<file path="src/rtl/wbu_pkg.sv">
// Shared definitions for the wbubus execution stage.
// - Command opcodes, found in codeword bits [35:32]
// - Result prefixes, placed in result codeword bits [35:32]
// - Execution state enumeration
package wbu_pkg;

  localparam logic [3:0] CMD_SETADDR = 4'h0;
  localparam logic [3:0] CMD_WRITE   = 4'h4;
  localparam logic [3:0] CMD_READ    = 4'h8;

  localparam logic [3:0] RSP_ADDR    = 4'h1;
  localparam logic [3:0] RSP_WRACK   = 4'h2;
  localparam logic [3:0] RSP_RDATA   = 4'h3;
  localparam logic [3:0] RSP_BUSERR  = 4'h5;
  localparam logic [3:0] RSP_BADCMD  = 4'h7;

  typedef enum logic [1:0] {
    S_IDLE   = 2'd0,
    S_REQ    = 2'd1,
    S_WAIT   = 2'd2,
    S_RESULT = 2'd3
  } wbu_state_t;

endpackage

</file>
<file path="src/rtl/wbuwatchdog.sv">
// Bus watchdog: up-counter that saturates at all-ones and flags expiry there.
// Ports:
//   i_clk, i_reset  clock, synchronous active-high reset
//   i_clear         restart the count from zero (has priority over i_run)
//   i_run           count this cycle
//   o_expired       count has reached 2^LGTIMEOUT-1
module wbuwatchdog #(
  parameter int LGTIMEOUT = 20
) (
  input  logic i_clk,
  input  logic i_reset,
  input  logic i_clear,
  input  logic i_run,
  output logic o_expired
);

  logic [LGTIMEOUT-1:0] r_count;

  always_ff @(posedge i_clk) begin
    if (i_reset || i_clear)
      r_count <= '0;
    else if (i_run && !o_expired)
      r_count <= r_count + LGTIMEOUT'(1);
  end

  assign o_expired = &r_count;

endmodule

</file>
<file path="src/rtl/wbuexec.sv">
// Bus-execution stage of the wbubus debug bridge. Executes 36-bit command
// codewords as single pipelined Wishbone transactions (one outstanding at a
// time) and returns each outcome as a 36-bit result codeword.
// Ports:
//   i_clk, i_reset             clock, synchronous active-high reset
//   i_stb, i_codword, o_busy   command codeword input and backpressure
//   o_wb_*                     Wishbone pipelined master outputs
//   i_wb_stall/ack/err/data    Wishbone slave responses
//   o_stb, o_codword, i_busy   result codeword output and backpressure
//   o_active                   command in progress or result pending
//
// state    | meaning
// ---------+--------------------------------------------------------
// S_IDLE   | waiting for a command codeword
// S_REQ    | strobe asserted, waiting for the slave to take it
// S_WAIT   | request taken, waiting for ack / err / watchdog
// S_RESULT | result codeword offered downstream until accepted
module wbuexec
  import wbu_pkg::*;
#(
  parameter int AW        = 30,
  parameter int LGTIMEOUT = 20
) (
  input  logic          i_clk,
  input  logic          i_reset,
  input  logic          i_stb,
  output logic          o_busy,
  input  logic [35:0]   i_codword,
  output logic          o_wb_cyc,
  output logic          o_wb_stb,
  output logic          o_wb_we,
  output logic [AW-1:0] o_wb_addr,
  output logic [31:0]   o_wb_data,
  output logic [3:0]    o_wb_sel,
  input  logic          i_wb_stall,
  input  logic          i_wb_ack,
  input  logic          i_wb_err,
  input  logic [31:0]   i_wb_data,
  output logic          o_stb,
  input  logic          i_busy,
  output logic [35:0]   o_codword,
  output logic          o_active
);

  wbu_state_t    r_state, w_next;
  logic [AW-1:0] r_addr;
  logic          r_inc;
  logic          r_we;
  logic [31:0]   r_wdata;
  logic [9:0]    r_cnt;   // burst reads still to issue after the current one
  logic          r_keep;  // hold cyc through RESULT; cleared when the bus errs
  logic [35:0]   r_rsp;
  logic          w_accept;
  logic          w_expired;
  logic          w_wd_clear;
  logic          w_wd_run;

  assign w_accept   = i_stb && (r_state == S_IDLE);
  assign w_wd_clear = (w_next == S_REQ) && (r_state != S_REQ);
  assign w_wd_run   = (r_state == S_REQ) || (r_state == S_WAIT);

  wbuwatchdog #(.LGTIMEOUT(LGTIMEOUT)) u_watchdog (
    .i_clk    (i_clk),
    .i_reset  (i_reset),
    .i_clear  (w_wd_clear),
    .i_run    (w_wd_run),
    .o_expired(w_expired)
  );

  always_ff @(posedge i_clk) begin
    if (i_reset)
      r_state <= S_IDLE;
    else
      r_state <= w_next;
  end

  always_comb begin
    w_next = r_state;
    case (r_state)
      S_IDLE:
        if (w_accept) begin
          if (i_codword[35:32] == CMD_WRITE || i_codword[35:32] == CMD_READ)
            w_next = S_REQ;
          else
            w_next = S_RESULT;
        end
      // An endlessly stalled slave must not hang the bridge either
      S_REQ:
        if (w_expired)
          w_next = S_RESULT;
        else if (!i_wb_stall)
          w_next = S_WAIT;
      S_WAIT:
        if (i_wb_err || w_expired || i_wb_ack)
          w_next = S_RESULT;
      S_RESULT:
        if (!i_busy)
          w_next = (r_keep && r_cnt != 10'd0) ? S_REQ : S_IDLE;
      default:
        w_next = S_IDLE;
    endcase
  end

  always_ff @(posedge i_clk) begin
    if (i_reset) begin
      r_addr  <= '0;
      r_inc   <= 1'b1;
      r_we    <= 1'b0;
      r_wdata <= '0;
      r_cnt   <= '0;
      r_keep  <= 1'b0;
      r_rsp   <= '0;
    end else begin
      case (r_state)
        S_IDLE:
          if (w_accept) begin
            case (i_codword[35:32])
              CMD_SETADDR: begin
                r_addr <= i_codword[AW-1:0];
                r_inc  <= i_codword[31];
                r_rsp  <= {RSP_ADDR, 32'(i_codword[AW-1:0])};
                r_keep <= 1'b0;
              end
              CMD_WRITE: begin
                r_we    <= 1'b1;
                r_wdata <= i_codword[31:0];
                r_cnt   <= '0;
              end
              CMD_READ: begin
                r_we  <= 1'b0;
                r_cnt <= i_codword[9:0];
              end
              default: begin
                r_rsp  <= {RSP_BADCMD, 32'h0};
                r_keep <= 1'b0;
              end
            endcase
          end
        S_REQ:
          if (w_expired) begin
            r_rsp  <= {RSP_BUSERR, 32'h0};
            r_cnt  <= '0;
            r_keep <= 1'b0;
          end
        S_WAIT:
          // err outranks a simultaneous ack
          if (i_wb_err || w_expired) begin
            r_rsp  <= {RSP_BUSERR, 32'h0};
            r_cnt  <= '0;
            r_keep <= 1'b0;
          end else if (i_wb_ack) begin
            r_rsp  <= r_we ? {RSP_WRACK, 32'h0} : {RSP_RDATA, i_wb_data};
            r_addr <= r_addr + AW'(r_inc);
            r_keep <= 1'b1;
          end
        S_RESULT:
          if (!i_busy) begin
            if (r_keep && r_cnt != 10'd0)
              r_cnt <= r_cnt - 10'd1;
            else
              r_keep <= 1'b0;
          end
        default: ;
      endcase
    end
  end

  assign o_busy    = (r_state != S_IDLE);
  assign o_active  = i_stb || (r_state != S_IDLE);
  assign o_wb_stb  = (r_state == S_REQ);
  assign o_wb_cyc  = (r_state == S_REQ) || (r_state == S_WAIT) ||
                     ((r_state == S_RESULT) && r_keep);
  assign o_wb_we   = r_we && ((r_state == S_REQ) || (r_state == S_WAIT));
  assign o_wb_addr = r_addr;
  assign o_wb_data = r_wdata;
  assign o_wb_sel  = 4'hf;
  assign o_stb     = (r_state == S_RESULT);
  assign o_codword = r_rsp;

endmodule
</file>
<file path="config.mk">
export PLATFORM = sky130hd
export DESIGN_NAME = wbuexec
export DESIGN_NICKNAME = d
export VERILOG_FILES = /design/src/rtl/wbu_pkg.sv /design/src/rtl/wbuwatchdog.sv /design/src/rtl/wbuexec.sv
export SDC_FILE = /design/constraint.sdc
export NUM_CORES = 1
export LEC_CHECK = 0
export CORE_ASPECT_RATIO = 1.75
export CORE_MARGIN = 2
export CORE_UTILIZATION = 53
export DETAILED_ROUTE_END_ITERATION = 8
export PLACE_DENSITY = 0.92
export SYNTH_ARGS = -nofsm -noshare
export SYNTH_HDL_FRONTEND = slang
export SYNTH_SLANG_ARGS = --single-unit
</file>
<file path="constraint.sdc">
create_clock -name i_clk -period 5.5 [get_ports i_clk]
set_input_delay 0.55 -clock i_clk [delete_from_list [all_inputs] [get_ports i_clk]]
set_output_delay 0.55 -clock i_clk [all_outputs]
set_load 0.02 [all_outputs]
</file>
# Word-level counts from Yosys, hierarchy flattened
# Cells that the tools add are included.
# Widths: inputs -> output; s select.
# classes
n_eq_ne,19
n_reduce_logical,30
n_mux,36
n_addsub,3
# ops
cell,n
$mux 36,4
$mux 30,4
$pmux 36 s3,1
$pmux 36 s2,1
$pmux 30 s2,1
$mux 10,5
$pmux 10 s4,1
$mux 33,1
$add 30x1->30,1
$add 20x1->20 const B,1
$pmux 10 s2,1
$reduce_and 20->1,1
$mux 2,6
$ne 2x2->1 const B,6
$reduce_and 6->1,2
$ne 2x1->1 const B,5
$reduce_and 5->1,2
$reduce_bool 10->1,1
$sub 10x1->10 const B,1
$reduce_and 3->1,3
$mux 1,8
$pmux 2 s4,1
$logic_or 1x1->1,7
$logic_and 1x1->1,6
14 further kinds,18
# word_totals
reg_bits,133
input_bits,75

# Logic depth before layout (Yosys ltp)
# Gate-level depths: netlist of the first run.
# logic_depth
ltp_word,8
depth_mapped,11
ltp_nobuf,8

# By module
# A second synthesis of the first run with hierarchy kept.
# unflattened
cells_unflattened,832
area_unflattened_um2,6746.5
# modules_own_cells
mod,n_inst,area_per_inst_um2,cells_per_inst
wbuexec,1,5703.0,719
wbuwatchdog,1,1043.5,113

# Worst setup path after synthesis of the first run
# No wires, ideal clock.
# synth_path
path_type,register -> register
startpoint,"reg r_addr[0], in the netlist o_wb_addr[0]"
endpoint,"reg r_addr[14], in the netlist o_wb_addr[14]"
n_path_buf,0
path_stages_with_launch,8
slack_ns,3.066
required_time_ns,5.381
arrival_ns,2.315
setup_ns,0.119
cell_sequence,dfxtp_1 > ha_1 > ha_1 > nand3_1 > or2_2 > nor3_1 > or4b_4 > o221a_1
# synth_between
elab_chain_len,4
# synth_lines
item,line_no,text
from (decl),wbuexec.sv:46,logic [AW-1:0] r_addr;
from (signal assigned),wbuexec.sv:119,r_addr <= i_codword[AW-1:0];
from (signal assigned),wbuexec.sv:153,r_addr <= r_addr + AW'(r_inc);
$add 30x1->30,wbuexec.sv:153,
$mux 30,wbuexec.sv:151,end else if (i_wb_ack) begin
$mux 30,wbuexec.sv:147,if (i_wb_err || w_expired) begin
$pmux 30 s2,wbuexec.sv:114,case (r_state)
# No other way between the ends. The select of a mux whose other input is x is not followed.
# A chain may end at the register's enable or synchronous reset.

# Final worst setup path of the first run
# layout_path
startpoint,reg r_state[0]
endpoint,"reg r_rsp[25], in the netlist o_codword[25]"
# layout_between
elab_chain_len,4
word_cells_on_any_way,11
# layout_lines
item,line_no,text
from (decl),wbuexec.sv:45,"wbu_state_t r_state, w_next;"
from (signal assigned),wbuexec.sv:74,r_state <= w_next;
$logic_not 2->1,"wbuexec.sv:58, wbuexec.sv:114",
$logic_and 1x1->1,wbuexec.sv:58,assign w_accept = i_stb && (r_state == S_IDLE);
$ne 2x2->1 (no line),--,
$reduce_and 5->1 (no line),--,
to (signal assigned),wbuexec.sv:121,"r_rsp <= {RSP_ADDR, 32'(i_codword[AW-1:0])};"
to (signal assigned),wbuexec.sv:134,"r_rsp <= {RSP_BADCMD, 32'h0};"
to (signal assigned),wbuexec.sv:141,"r_rsp <= {RSP_BUSERR, 32'h0};"
to (decl),wbuexec.sv:52,logic [35:0] r_rsp;
# Several ways; a longest one is shown, not always the timed one.

==> results of run 1 <==
-- registers in the layout, summed over array words and instances, names as in the netlist --
name	count
u_watchdog.r_count	20
r_state	2
r_inc	1
r_we	1
r_keep	1
o_wb_addr	30
o_codword	35
r_cnt	10
o_wb_data	32
-- worst max path at each step --
stage	startpoint	end	slack, ns
finish	r_state[0]	o_codword[25]	2.28
global route	r_state[0]	o_codword[30]	2.10
detailed placement	r_state[0]	o_codword[30]	2.36
floorplan	o_wb_addr[0]	o_wb_addr[14]	3.07
global placement	i_codword[35]	o_wb_addr[2]	2.49
CTS	r_state[0]	o_codword[30]	2.35
-- cell usage after synthesis (all sizes together) (8+ instances only) --
cell type and number:
o21ai 62, xor2 10, nand2 132, clkbuf 41, dfxtp 132, inv 19
nand3 31, ha 9, a221oi 34, a21oi 83, xnor2 13, and3 8
nor3 26, o32ai 9, nor2 110, mux2i 8, buf 25, a211oi 10
nand4 13
-- layout make-up --
cell class / instances / share of cell area, %
Timing Repair Buffer: 188 / 20.1
Inverter: 20 / 0.817
Multi-Input combinational cell: 658 / 41.2
Clock buffer: 19 / 4.93
Clock inverter: 13 / 1.87
Tap cell: 168 / 2.29
Sequential cell: 132 / 28.8
-- cells in the final DEF, fill, tap and decap left out, types with 12 or more instances in the layout --
| master | n |
|---|---|
| clkdlybuf4s50_1 | 176 |
| dfxtp_1 | 132 |
| nand2_1 | 131 |
| nor2_1 | 108 |
| a21oi_1 | 83 |
| o21ai_0 | 57 |
| nand3_1 | 31 |
| a221oi_1 | 26 |
| nor3_1 | 24 |
| inv_1 | 18 |
| clkbuf_16 | 17 |
| xnor2_1 | 13 |
| nand4_1 | 12 |
-- worst register-to-register path: cells and delay by family (launching register included) --
family | cells | cell delay, ns
adders and majority gates | 1 | 0.82
buffers and inverters | 2 | 0.53
AOI/OAI and AO/OA | 3 | 1.08
DFF | 1 | 0.35
and+or+nand+nor | 2 | 0.37
-- metal layers --
layer	vias to the layer above	routed length (um)	part of all wire (%)	GRT usage, %
met1	3517	7960	34	38.1
li1	3398	-	-	-
met2	507	11700	50	56.0
met3	134	2120	9.2	6.98
met4	0	1410	6.1	19.0
met5	-	0	0	0
-- where the power goes --
part / switching, mW / internal, mW
Combinational: 0.854 / 0.579
Sequential: 0.131 / 1.10
Clock: 0.468 / 0.744
-- logic make-up after synthesis --
kind of cell | Yosys count
adder cells (fa/ha/maj) | 9
buffers and inverters | 86
flip-flops | 132
XOR/XNOR | 23
AO/OA/AOI/OAI | 238
other | 2
multiplexers | 9
AND/OR/NAND/NOR | 374
-- per-stage QoR --
| stage | cells | util, % | cell area, um2 | setup slack [ns] |
|---|---|---|---|---|
| 3_5_place_dp | 1166 | 68.5 | 8570 | 2.36 |
| 5_1_grt | 1198 | 73.5 | 9190 | 2.10 |
| 3_3_place_gp | 1166 | 68.5 | 8570 | 2.49 |
| 6_report | 1198 | 73.5 | 9190 | 2.28 |
| 4_1_cts | 1198 | 73.5 | 9190 | 2.35 |
| 2_1_floorplan | 876 | - | 6810 | 3.07 |
==> metrics.md, run 1 <==
| Metric | Value |
|---|---|
| Outcome | `completed` |
| Largest net degree at the start of global routing | `83` |
| Nature of the critical path endpoint | `register` |
| Warnings, synthesis | `0` |
| Synth Cell Area | `a little under 0.007 mm2` |
| Ranking of synthesized cells by area | `dfxtp_1, nand2_1, a21oi_1` |
| Least-Margin Pin Slew | `between 0.9 and 1 ns` |
| Endpoints failing setup | `0` |
| Final Hold Vio Count | `0` |
| Core area | `0.0125 mm2` |
| Area delta synth->final | `35.1%` |
| Die ar. | `about 0.014 mm2` |
| Antenna violations before repair | `0` |
| Worst R2R End | `o_codword[25]` |
| Worst hold endpoint | `o_wb_data[5]` |
| Initial core utilization | `a little over half` |
| Worst hold start | `o_wb_data[5]` |
| Hold/Removal Path Class | `register to register` |
| CP delay by family, top | `compound AO/OA/AOI/OAI gates` |
| Max_cap viols | `0` |
| Synth top area share | `about two fifths` |
| Final min period | `roughly 3.2 ns` |
| Mux cell area share after synthesis | `roughly 1.3%` |
| Adder-cell share of the synthesized area | `between 1.5 and 2%` |
| Remaining antenna violation count | `0` |
| Clock root buffer | `clkbuf_16` |
| Multi-input gate area | `around 0.0038 mm2` |
| Vias post-DR | `7556` |
| FFs w/ async S/R, synth | `0%` |
| Critical Path AT | `approximately 3.6 ns` |
| Drt first pass iters | `6` |
| Sequential area share after synthesis | `between 30% and 40%` |
| Die X | `roughly 90 um` |
| CP Cell Sequence | `inv_1 -> ha_1 -> nand2b_1 -> o21bai_1 -> a221o_1 -> buf_4 -> a221oi_1 -> nor2_1` |
| Final GP Congestion | `roughly 0.92` |
| PwrDens | `between 400 and 500 mW/mm2` |
| GR Overflow Total | `0` |
| Cells on Worst Hold Path | `2` |
| Sequential Area | `~0.0026 mm2` |
| R2R Path Start | `r_state[0]` |
| Vias in the first global route | `roughly 7.2k` |
| Slowest CP cell | `ha_1` |
| Antenna diodes | `0` |
| Average wire per standard cell | `between 15 and 20 um` |
| First-pass GRT wire length | `roughly 36000 um` |
| Reg2Reg Setup Slack | `between 2 and 2.5 ns` |
| Residual DRC count | `0` |
| Startpoint Class | `register` |
| GRT Overall Usage | `33.4%` |
| Hold-fix buffers at CTS | `0` |
| I/O pin total | `183` |
| Worst Clk Skew | `just under 0.01 ns` |
| Slew Viols, Final | `0` |
| # port buffers | `roughly 180` |
| Reg2reg path depth | `8` |
| FMAX | `~310 MHz` |
| Critical path class | `register to register` |
| Layout cells sized above 1 | `7.18%` |
| CTS tree | `built` |
| Compound-Gate Fraction of Synth Area | `a little under a quarter` |
| Area leader, netlist | `dfxtp_1` |
| Cells after Synth | `just under 900` |
| Leak | `between 3 and 4 nW` |
| Post-CTS Resized | `0` |
| Setup Fix Bufs, Post-CTS | `0` |
| Fill cells | `899` |
| Crit path required time | `5.86 ns` |
| Largest family of logic cells by synthesized area | `simple AND/OR/NAND/NOR gates` |
| Critical Path Fanout Max | `26` |
| Max clock buf depth | `2` |
| Clk_lat worst skew | `roughly 0.42 ns` |
| DR vias/cell | `6.31` |
| WP buf/inv | `2` |
| Critical path depth | `8` |
| Clock sinks | `about 130` |
| Nets | `between 1k and 1.5k` |
| Xor/xnor share of the synthesized area | `2.96%` |
| Fin crit share | `58.5%` |
| Main synth FF type | `dfxtp_1` |
| Final wirelength | `approximately 23000 um` |
| H-Tree Depth | `4` |
| Synthesized area per cell | `about 7.8 um2` |
| Netlist cell types | `75` |
| Cts bufs inserted | `17` |
| Tot Pwr | `slightly below 4 mW` |
| Initial DRC count | `between 900 and 1k` |
| Clk slew on worst S/H paths | `0.06 ns` |
| DP HPWL | `between 15000 and 20000 um` |
| Flop and latch count out of synthesis | `approximately 130` |
| Worst vdd ir | `between 0.3 and 0.4 mV` |
| Post-synth EDFFs | `0` |
| RSZ-0062 raised after global routing | `false` |
| Die H | `between 150 and 200 um` |
| Setup TNS | `0 ns` |
| Tightest hold margin | `roughly 0.45 ns` |
| Synth Area in Simple Gates | `approximately 26%` |
| Worst stage delay on the critical path | `approximately 0.8 ns` |
| Relative slew slack | `about a third` |
| Row count | `54` |
Note: power is estimated with default switching activity, not from simulation.
==> run 2, diff against run 1 <==
CORE_UTILIZATION = 44   (was 53)
PLACE_DENSITY = 0.82   (was 0.92)
clock period = 2.68 ns   (was 5.5 ns; I/O delays follow)
==> metrics.md, run 2 (synthesized netlist as in run 1, its figures left out) <==
| Metric | Value |
|---|---|
| Max clock buf depth | `2` |
| Worst R2R End | `o_wb_addr[16]` |
| Reg2reg path depth | `8` |
| Critical Path AT | `around 2.9 ns` |
| Die H | `approximately 170 um` |
| Residual DRC count | `0` |
| Vias in the first global route | `around 7.0k` |
| # port buffers | `roughly 180` |
| WL met2 | `between 10000 and 15000 um` |
| Area delta synth->final | `38.0%` |
| Critical path class | `register to register` |
| Largest net degree at the start of global routing | `between 80 and 90` |
| Nets | `1122` |
| Final wirelength | `approximately 23000 um` |
| Initial core utilization | `roughly 45%` |
| DR vias/cell | `between 5 and 6` |
| Setup TNS | `0 ns` |
| Worst Setup EP | `o_wb_addr[16]` |
| Multi-input gate area | `approximately 0.0038 mm2` |
| Worst setup startpoint | `r_state[1]` |
| Worst Clk Skew | `0.00847 ns` |
| Reg2Reg Setup Slack | `roughly 0.13 ns` |
| Average wire per standard cell | `18.4 um` |
| Nature of the critical path endpoint | `register` |
| Relative slew slack | `between 50% and 60%` |
| Remaining antenna violation count | `0` |
| Hold/Removal Path Class | `input pin to register` |
| Leak | `roughly 3.3 nW` |
| Cells on Worst Hold Path | `3` |
| Worst vdd ir | `approximately 0.54 mV` |
| Most frequent cells in the layout | `clkdlybuf4s50_1, dfxtp_1, nand2_1` |
| Metal3 WL | `1400 um` |
| Drt first pass iters | `5` |
| DRT met1 WL | `8560 um` |
| Critical Path Fanout Max | `5` |
| PwrDens | `852 mW/mm2` |
| Least-Margin Pin Slew | `between 0.6 and 0.7 ns` |
| Startpoint Class | `register` |
| Hold-fix buffers at CTS | `0` |
| Row count | `60` |
| Clk_lat worst skew | `0.43 ns` |
| Design area | `0.00938 mm2` |
| Core area | `roughly 0.015 mm2` |
| H-Tree Depth | `4` |
| Outcome | `completed` |
| Cts bufs inserted | `17` |
| CTS tree | `built` |
| Clock sinks | `~130` |
| Vias post-DR | `a little over 7k` |
| Die ar. | `0.0165 mm2` |
| Die X | `~100 um` |
| Post-CTS Resized | `0` |
| First-pass GRT wire length | `approximately 36000 um` |
| GR Overflow Total | `0` |
| R2R Path Start | `r_state[1]` |
| Clock root buffer | `clkbuf_16` |
| Placed cell area | `just under 0.009 mm2` |
| Final GP Congestion | `~0.90` |
| Antenna violations before repair | `0` |
| RSZ-0062 raised after global routing | `false` |
| FMAX | `393 MHz` |
| Sequential Area | `approximately 0.0026 mm2` |
| DP HPWL | `around 16000 um` |
| Fill cells | `around 1.3k` |
| Clk slew on worst S/H paths | `~0.06 ns` |
| Layout cells sized above 1 | `a little under a tenth` |
| I/O pin total | `approximately 180` |
| GRT Overall Usage | `27.1%` |
| Initial DRC count | `between 500 and 600` |
| Max_cap viols | `0` |
| Max layer used | `met4` |
| Setup Fix Bufs, Post-CTS | `0` |
| Final Hold Vio Count | `0` |
| Most common cell after layout, fill and taps aside | `clkdlybuf4s50_1` |
| Antenna diodes | `0` |
| Fin crit share | `a little over nine tenths` |
| Tot Pwr | `8.00 mW` |
| Endpoints failing setup | `0` |
| Final min period | `2.55 ns` |
| Slew Viols, Final | `0` |
| Largest register FFs | `35` |
| Crit path required time | `2.99 ns` |
-- run 2: changes by cell type in the layout (fill, tap and decap cells not counted) --
| cell | delta |
|---|---|
| buf_4 | +20 |
| clkinv_4 | +2 |
| buf_12 | +1 |
| clkinvlp_4 | -1 |
| inv_6 | -1 |
-- run 2: layout make-up --
cell class / instances / area share [%]
well taps: 186 / 2.48
multi-input cells: 658 / 40.4
inverters: 20 / 0.800
clock buffers: 19 / 4.83
clock inverters: 13 / 1.84
flip-flops and latches: 132 / 28.2
repair buffers: 209 / 21.5
-- run 2: worst min path at each step --
stage | slack, ns | endpoint | start
after floorplan | 0.39 | r_inc | i_codword[31]
after global placement | 0.44 | o_wb_data[17] | o_wb_data[17]
after detailed placement | 0.45 | o_wb_data[10] | o_wb_data[10]
after CTS | 0.38 | o_wb_data[30] | i_codword[30]
after global routing | 0.40 | r_cnt[9] | i_reset
final | 0.38 | o_wb_data[30] | i_codword[30]
-- run 2: per-layer routing --
metal / track usage [%] / up-vias
li1: - / 3452
met1: 29.6 / 3407
met2: 49.3 / 322
met3: 5.00 / 66
met4: 13.8 / 0
met5: 0 / -
-- run 2: per-stage QoR --
stage	hold slack, ns	worst slack, ns	cells	utilization, %
final	0.383	0.134	1237	61.6
after detailed placement	0.447	0.166	1205	57.5
after global routing	0.397	0.0735	1237	61.6
after global placement	0.442	0.210	1205	57.5
after CTS	0.379	0.188	1237	61.6
after floorplan	0.393	0.246	876	-
-- run 2: where the power goes --
group	internal [mW]	switching [mW]
sequential	2.27	0.255
combinational	1.27	1.74
clock	1.53	0.947
-- run 2: worst max-delay path, cell delays in order, from the launching register on --
cell,delay (ns)
dfxtp_1,0.36
inv_1,0.12
ha_1,0.24
nand4bb_1,0.25
o21a_1,0.32
a211oi_4,0.29
inv_2,0.07
or4b_4,0.53
o221a_1,0.25
